`config.mk`:
```
export PLATFORM = sky130hd
export DESIGN_NAME = calc_input_cond
export DESIGN_NICKNAME = d
export VERILOG_FILES = /design/src/rtl/calc_pkg.sv /design/src/rtl/btn_debounce.sv /design/src/rtl/calc_input_cond.sv
export SDC_FILE = /design/constraint.sdc
export NUM_CORES = 1
export LEC_CHECK = 0
export ABC_CLOCK_PERIOD_IN_PS = 8200
export CAP_MARGIN = 5
export CORE_AREA = 2 2 99 63
export DETAILED_ROUTE_END_ITERATION = 8
export DIE_AREA = 0 0 101 65
export PLACE_DENSITY_LB_ADDON = 0.08
export SLEW_MARGIN = 20
export SYNTH_ARGS = -nofsm -noshare
export SYNTH_HDL_FRONTEND = slang
export SYNTH_SLANG_ARGS = --single-unit
```
`constraint.sdc`:
```
create_clock -name clk -period 8.2 [get_ports clk]
set_clock_uncertainty 0.2 [all_clocks]
set_input_delay 1.64 -clock clk [delete_from_list [all_inputs] [get_ports clk]]
set_output_delay 1.64 -clock clk [all_outputs]
set_load 0.02 [all_outputs]
```
`src/rtl/calc_pkg.sv`:
```
// Shared definitions for the calc datapath and its input conditioning stage.
package calc_pkg;

  typedef enum logic [1:0] {
    IDLE_LOW  = 2'd0,
    PEND_HIGH = 2'd1,
    IDLE_HIGH = 2'd2,
    PEND_LOW  = 2'd3
  } deb_state_t;

  localparam int DATA_W = 16;

  // Op-button bit order {btnl, btnc, btnr}; calc decodes opcodes with the same indices.
  localparam int OP_W = 3;
  localparam int OP_L = 2;
  localparam int OP_C = 1;
  localparam int OP_R = 0;

  // The accepted level is high while settled high or while a fall is still unconfirmed.
  function automatic logic deb_level(input deb_state_t st);
    return (st == IDLE_HIGH) || (st == PEND_LOW);
  endfunction

endpackage

```
`src/rtl/btn_debounce.sv`:
```
// One raw button: multi-stage synchroniser followed by a counted debounce FSM.
module btn_debounce
  import calc_pkg::*;
#(
  parameter int DEBOUNCE_CYCLES = 16,
  parameter int SYNC_STAGES     = 2
) (
  input  logic clk,
  input  logic rst,
  input  logic din,
  output logic stable
);

  localparam int CNT_W = $clog2(DEBOUNCE_CYCLES + 1);
  localparam logic [CNT_W-1:0] CNT_ZERO = CNT_W'(0);
  localparam logic [CNT_W-1:0] CNT_ONE  = CNT_W'(1);
  localparam logic [CNT_W-1:0] CNT_LAST = CNT_W'(DEBOUNCE_CYCLES - 1);

  logic [SYNC_STAGES-1:0] sync_r;
  logic                   sync_s;
  deb_state_t             state_r, state_s;
  logic [CNT_W-1:0]       cnt_r, cnt_s;
  logic                   stable_r;

  assign sync_s = sync_r[SYNC_STAGES-1];
  assign stable = stable_r;

  // Synchroniser shift chain for the raw asynchronous input.
  always_ff @(posedge clk or posedge rst) begin
    if (rst) begin
      sync_r <= {SYNC_STAGES{1'b0}};
    end else begin
      sync_r <= {sync_r[SYNC_STAGES-2:0], din};
    end
  end

  // Next state: a change is accepted only after an unbroken run of DEBOUNCE_CYCLES samples.
  always_comb begin
    state_s = state_r;
    cnt_s   = cnt_r;
    case (state_r)
      IDLE_LOW: begin
        if (sync_s) begin
          state_s = PEND_HIGH;
          cnt_s   = CNT_ONE;
        end else begin
          state_s = IDLE_LOW;
          cnt_s   = CNT_ZERO;
        end
      end
      PEND_HIGH: begin
        if (!sync_s) begin
          state_s = IDLE_LOW;
          cnt_s   = CNT_ZERO;
        end else if (cnt_r == CNT_LAST) begin
          state_s = IDLE_HIGH;
          cnt_s   = CNT_ZERO;
        end else begin
          state_s = PEND_HIGH;
          cnt_s   = cnt_r + CNT_ONE;
        end
      end
      IDLE_HIGH: begin
        if (!sync_s) begin
          state_s = PEND_LOW;
          cnt_s   = CNT_ONE;
        end else begin
          state_s = IDLE_HIGH;
          cnt_s   = CNT_ZERO;
        end
      end
      PEND_LOW: begin
        if (sync_s) begin
          state_s = IDLE_HIGH;
          cnt_s   = CNT_ZERO;
        end else if (cnt_r == CNT_LAST) begin
          state_s = IDLE_LOW;
          cnt_s   = CNT_ZERO;
        end else begin
          state_s = PEND_LOW;
          cnt_s   = cnt_r + CNT_ONE;
        end
      end
      default: begin
        state_s = IDLE_LOW;
        cnt_s   = CNT_ZERO;
      end
    endcase
  end

  // State, counter and registered stable level.
  always_ff @(posedge clk or posedge rst) begin
    if (rst) begin
      state_r  <= IDLE_LOW;
      cnt_r    <= CNT_ZERO;
      stable_r <= 1'b0;
    end else begin
      state_r  <= state_s;
      cnt_r    <= cnt_s;
      stable_r <= deb_level(state_s);
    end
  end

endmodule

```
`src/rtl/calc_input_cond.sv`:
```
// Input conditioning for calc: debounced buttons, one-cycle update pulse and a
// coherent snapshot of op buttons and switches taken on that pulse.
module calc_input_cond
  import calc_pkg::*;
#(
  parameter int DEBOUNCE_CYCLES = 16,
  parameter int SYNC_STAGES     = 2
) (
  input  logic              clk,
  input  logic              btnu,
  input  logic              btnl,
  input  logic              btnc,
  input  logic              btnr,
  input  logic              btnd,
  input  logic [DATA_W-1:0] sw,
  output logic              btnd_pulse,
  output logic              btnl_q,
  output logic              btnc_q,
  output logic              btnr_q,
  output logic [DATA_W-1:0] sw_q
);

  logic [OP_W-1:0]                    op_stable_s;
  logic                               btnd_stable_s;
  logic                               btnd_prev_r;
  logic                               pulse_r;
  logic                               rise_s;
  logic [OP_W-1:0]                    op_q_r;
  logic [DATA_W-1:0]                  sw_q_r;
  logic [SYNC_STAGES-1:0][DATA_W-1:0] sw_sync_r;

  btn_debounce #(.DEBOUNCE_CYCLES(DEBOUNCE_CYCLES), .SYNC_STAGES(SYNC_STAGES)) u_deb_l (
    .clk(clk), .rst(btnu), .din(btnl), .stable(op_stable_s[OP_L]));
  btn_debounce #(.DEBOUNCE_CYCLES(DEBOUNCE_CYCLES), .SYNC_STAGES(SYNC_STAGES)) u_deb_c (
    .clk(clk), .rst(btnu), .din(btnc), .stable(op_stable_s[OP_C]));
  btn_debounce #(.DEBOUNCE_CYCLES(DEBOUNCE_CYCLES), .SYNC_STAGES(SYNC_STAGES)) u_deb_r (
    .clk(clk), .rst(btnu), .din(btnr), .stable(op_stable_s[OP_R]));
  btn_debounce #(.DEBOUNCE_CYCLES(DEBOUNCE_CYCLES), .SYNC_STAGES(SYNC_STAGES)) u_deb_d (
    .clk(clk), .rst(btnu), .din(btnd), .stable(btnd_stable_s));

  assign rise_s     = btnd_stable_s & ~btnd_prev_r;
  assign btnd_pulse = pulse_r;
  assign btnl_q     = op_q_r[OP_L];
  assign btnc_q     = op_q_r[OP_C];
  assign btnr_q     = op_q_r[OP_R];
  assign sw_q       = sw_q_r;

  // Per-bit switch synchroniser; switches are not debounced.
  always_ff @(posedge clk or posedge btnu) begin
    if (btnu) begin
      sw_sync_r <= {SYNC_STAGES{{DATA_W{1'b0}}}};
    end else begin
      sw_sync_r <= {sw_sync_r[SYNC_STAGES-2:0], sw};
    end
  end

  // Rising-edge pulse and snapshot; the snapshot uses the op levels registered before this edge.
  always_ff @(posedge clk or posedge btnu) begin
    if (btnu) begin
      btnd_prev_r <= 1'b0;
      pulse_r     <= 1'b0;
      op_q_r      <= {OP_W{1'b0}};
      sw_q_r      <= {DATA_W{1'b0}};
    end else begin
      btnd_prev_r <= btnd_stable_s;
      pulse_r     <= rise_s;
      if (rise_s) begin
        op_q_r <= op_stable_s;
        sw_q_r <= sw_sync_r[SYNC_STAGES-1];
      end
    end
  end

endmodule

```
Word-level counts from Yosys, hierarchy flattened
Index checks and enable logic that the tools add are counted.
- output and inout bits: 20
- word-level logic and storage cells: 112
- flip-flop bits (word level): 93
- bitwise gates (word level): 2
- eq/ne operators: 24
- add/sub/neg operators: 4
- reductions and logical operators: 8
- multiplexer cells: 52
- operators by type and width (operator ; count):
    $pmux 5 s4 ; 4
    $mux 5 ; 12
    $eq 2x2->1 const B ; 16
    $mux 2 ; 16
    $pmux 2 s4 ; 4
    $add 5x1->5 const B ; 4
    $eq 5x4->1 const B ; 4
    $mux 1 ; 16
    $eq 2x1->1 const B ; 4
    $logic_not 2->1 ; 4
    $logic_or 1x1->1 ; 4
    $and 1x1->1 ; 1
    $not 1->1 ; 1

Depth between registers and ports, before layout
- word-level depth: 6
- gate-level depth with buffers: 4
- depth with buffers taken out: 4

Cells and area by module
A second synthesis with hierarchy kept.
- cell total of the unflattened synthesis: 190
- area, all modules: 3123.0 µm²
- by module, submodules not included (module ; cells an instance ; times used ; area an instance (µm²)):
    calc_input_cond ; 76 ; 1 ; 1669.1
    btn_debounce at u_deb_c ... ; 28 ; 3 ; 359.1
    btn_debounce at u_deb_r ; 30 ; 1 ; 376.6

Least setup slack after synthesis
Ideal clock, no wire load.
- kind: reg-to-output
- start point: register op_q_r[1]
- end point: output port btnc_q
- arrival time: 0.423 ns
- data required time: 6.360 ns
- buffers on the path: 0
- path slack: 5.937 ns
- cell stages (with the launch flop): 1
- cell sequence: dfrtp_1
- RTL lines (item ; RTL line ; source):
    start, declared ; calc_input_cond.sv:28 ; logic [OP_W-1:0] op_q_r;
    start signal, assigned ; calc_input_cond.sv:62 ; op_q_r <= {OP_W{1'b0}};
    start signal, assigned ; calc_input_cond.sv:68 ; op_q_r <= op_stable_s;
    end, declared ; calc_input_cond.sv:18 ; output logic btnc_q,
No word-level cell between the ends.

Worst setup path after layout
- start point: register op_q_r[2]
- end point: output port btnl_q
- RTL lines (item ; RTL line ; source):
    end, declared ; calc_input_cond.sv:17 ; output logic btnl_q,
No word-level cell between the ends.

==> metrics.md <==
| Metric | Value |
|---|---|
| Peak supply drop | 0.125 mV |
| CP max-delay cell | clkdlybuf4s50_1 |
| CP arrival | 1340 ps |
| Cts bufs inserted | 9 |
| Critical path cell sequence | clkdlybuf4s50_1 |
| Syn. warnings | 0 |
| Async SR Flop Fraction | 1.00 |
| Delay-heaviest family, CP | buffers and inverters |
| Final setup vio count | 0 |
| Reg area | 2330 µm² |
| Fmax | 0.314 GHz |
| IO Port Bufs | 41 |
| Fin crit share | 0.388 |
| CTS clk-pin slew, worst paths | 80 ps |
| Sink Count | 93 |
| Io pins | 42 |
| Flops & latches, synth | 93 |
| Final nets | 271 |
| Pin count of the biggest net entering global routing | 94 |
| Setup TNS | 0 ps |
| Cell Area, Synth | 3160 µm² |
| First-pass GRT wire length | 8200 µm |
| CP max stage delay | 620 ps |
| All-layer global routing usage | 0.170 |
| Setup crit end kind | primary output |
| Area taken by multi-input logic gates | 825 µm² |
| Final std cells w/o fill | 322 |
| Grt total ovfl | 0 |
| Dpl cells | 306 |
| Initial Util | 0.547 |
| Worst-margin pin slew | 791 ps |
| Hpwl dp | 3120 µm |
| P_leak | 1.80 nW |
| Initial drt markers | 93 |
| Minimum clock period | 3180 ps |
| Max Transition Viols Final | 0 |
| EDFF count, synth | 0 |
| Vias in the first global route | 1748 |
| Syn-to-layout area delta | 22.5% |
| Post-route cell area | 3870 µm² |
| Drt drc | 0 |
| Post-DRT Antenna Nets | 0 |
| Gate count of the mapped netlist | 194 |
| Avg Vias per Cell | 5.03 |
| Final RePlAce weighted congestion | 0.705 |
| Routed WL | 4700 µm |
| Slew margin rel. | 0.473 |
| Vias | 1621 |
| Fin util | 0.670 |
| Synth top area cells | dfrtp_1 (74%), mux2_2 (7.5%), mux2_4 (2.8%) |
| Root buffer cell | clkbuf_8 |
| Placed Instance Area | 3660 µm² |
| CP max FO | 2 |
| Pre-antenna DRT Iters | 4 |
| Sequential area share after synthesis | 0.736 |
| Core area | 5780 µm² |
| Startpoint types | flop |
| Synth area leader | dfrtp_1 |
| Layout cell share with drive strength beyond 1 | 0.212 |
| Final hold viol count | 0 |
| Clock buffer depth | 2 |
| Main flop type after synthesis | dfrtp_1 |
| Synth top area share | 0.736 |
| Hold Crit Class | reg2reg |
| Setup CP Type | reg2out |
| Initial antenna violation count | 0 |
| CTS tree | yes |
| Max-cap viol count | 0 |
| Clk_lat worst skew | 340 ps |
| Number of post-CTS setup repair buffers | 0 |
| Die footprint | 6570 µm² |
| # diodes | 0 |
| Mean Syn Cell Area | 16.3 µm² |
| Syn Nets | 220 |
| WL/cell | 14.6 µm |
| PwrDens | 207 nW/µm² |
| RSZ-0062 raised after global routing | no |
| CTS H-tree lvls | 3 |
| Hold-fix buffers, CTS | 0 |
| Die width | 101 µm |
| FP Rows | 22 |
| Post-CTS sizing | 0 |
| Buffers & Inverters on Critical Path | 1 |
| Status | finished, final reports clean |
| Fillers | 399 |
| Yosys cell types | 25 |
| Worst EP required | 6360 ps |
| Die Span Y | 65 µm |
## layer usage
| metal | GRT usage | routed length, µm | up-vias |
|---|---|---|---|
| met5 | 0 | 0 | - |
| met4 | 0.0405 | 43 | 0 |
| met3 | 0.0820 | 279 | 6 |
| met2 | 0.260 | 2120 | 46 |
| met1 | 0.223 | 2260 | 811 |
| li1 | - | - | 758 |
## state kept, by name (all words and copies together), names as in the netlist, 2 cells and up
| name | count |
|---|---|
| u_deb_d.state_r | 2 |
| u_deb_l.state_r | 2 |
| op_q_r | 3 |
| u_deb_c.state_r | 2 |
| u_deb_l.cnt_r | 5 |
| u_deb_d.cnt_r | 5 |
| sw_q | 16 |
| sw_sync_r | 32 |
| u_deb_d.sync_r | 2 |
| u_deb_r.state_r | 2 |
| u_deb_r.sync_r | 2 |
| u_deb_c.cnt_r | 5 |
| u_deb_l.sync_r | 2 |
| u_deb_c.sync_r | 2 |
| u_deb_r.cnt_r | 5 |
## cells in the mapped netlist, types with 4 or more instances
cell type	instances
ha_1	4
and2_1	6
mux2_2	21
dfrtp_1	93
mux2_4	6
xor2_1	7
xnor2_1	4
nand3_1	7
nand2_1	9
nor2_1	9
## power breakdown
part	switching, mW	internal [mW]	total (mW)
registers	0.00631	0.472	0.478
clock network	0.148	0.150	0.298
logic	0.0139	0.0136	0.0275
## kinds of logic after synthesis
logic type | after synthesis | share of synthesized area
XOR/XNOR | 11 | 0.0305
AND/OR/NAND/NOR | 50 | 0.0997
buffers and inverters | 4 | 0.00554
flip-flops | 93 | 0.736
multiplexers | 27 | 0.103
AO/OA/AOI/OAI | 5 | 0.00910
adder cells (fa/ha/maj) | 4 | 0.0158
## cells in the final DEF, fill, tap and decap left out, drive strengths merged, types with 2 or more instances in the layout
master / n
dfrtp: 93
clkdlybuf4s50: 41
mux2: 27
nand2: 12
clkbuf: 11
nor2: 9
nand3: 8
xor2: 7
and2: 6
xnor2: 4
ha: 4
nor3b: 4
clkinv: 4
and4b: 3
nor3: 3
o21ai: 3
nand2b: 2
## area by class of cell
type / instances / share of cell area
Clock buffer: 11 / 0.0365
Inverter: 2 / 0.00226
Timing Repair Buffer: 42 / 0.109
Tap cell: 72 / 0.0233
Sequential cell: 93 / 0.601
Multi-Input combinational cell: 97 / 0.213
Clock inverter: 5 / 0.0155
## path summary, 6_finish.rpt
kind | from | slack, ps | end | cells after the start
min in group asynchronous | btnu | 1630 | sw_sync_r[8]$_DFF_PP0_ | 3
hold / removal | sw_sync_r[10]$_DFF_PP0_ | 150 | sw_sync_r[26]$_DFF_PP0_ | 0
setup reg to reg | u_deb_l.cnt_r[0]$_DFF_PP0_ | 6500 | u_deb_l.stable$_DFF_PP0_ | 4
hold reg to reg | sw_sync_r[10]$_DFF_PP0_ | 150 | sw_sync_r[26]$_DFF_PP0_ | 0
setup / recovery | op_q_r[2]$_DFFE_PP0P_ | 5020 | btnl_q | 1
max in group asynchronous | btnu | 5640 | u_deb_l.sync_r[0]$_DFF_PP0_ | 3
## stage by stage
| step | hold slack, ps | power (mW) | setup WS (ps) |
|---|---|---|---|
| CTS | 155 | 0.813 | 5000 |
| global route | 157 | 0.841 | 4940 |
| global placement | 132 | 0.513 | 4990 |
| finish | 151 | 0.804 | 5020 |
| floorplan | 131 | 0.499 | 3940 |
| detailed placement | 135 | 0.516 | 4890 |
Power figures use the tool's default switching activity.
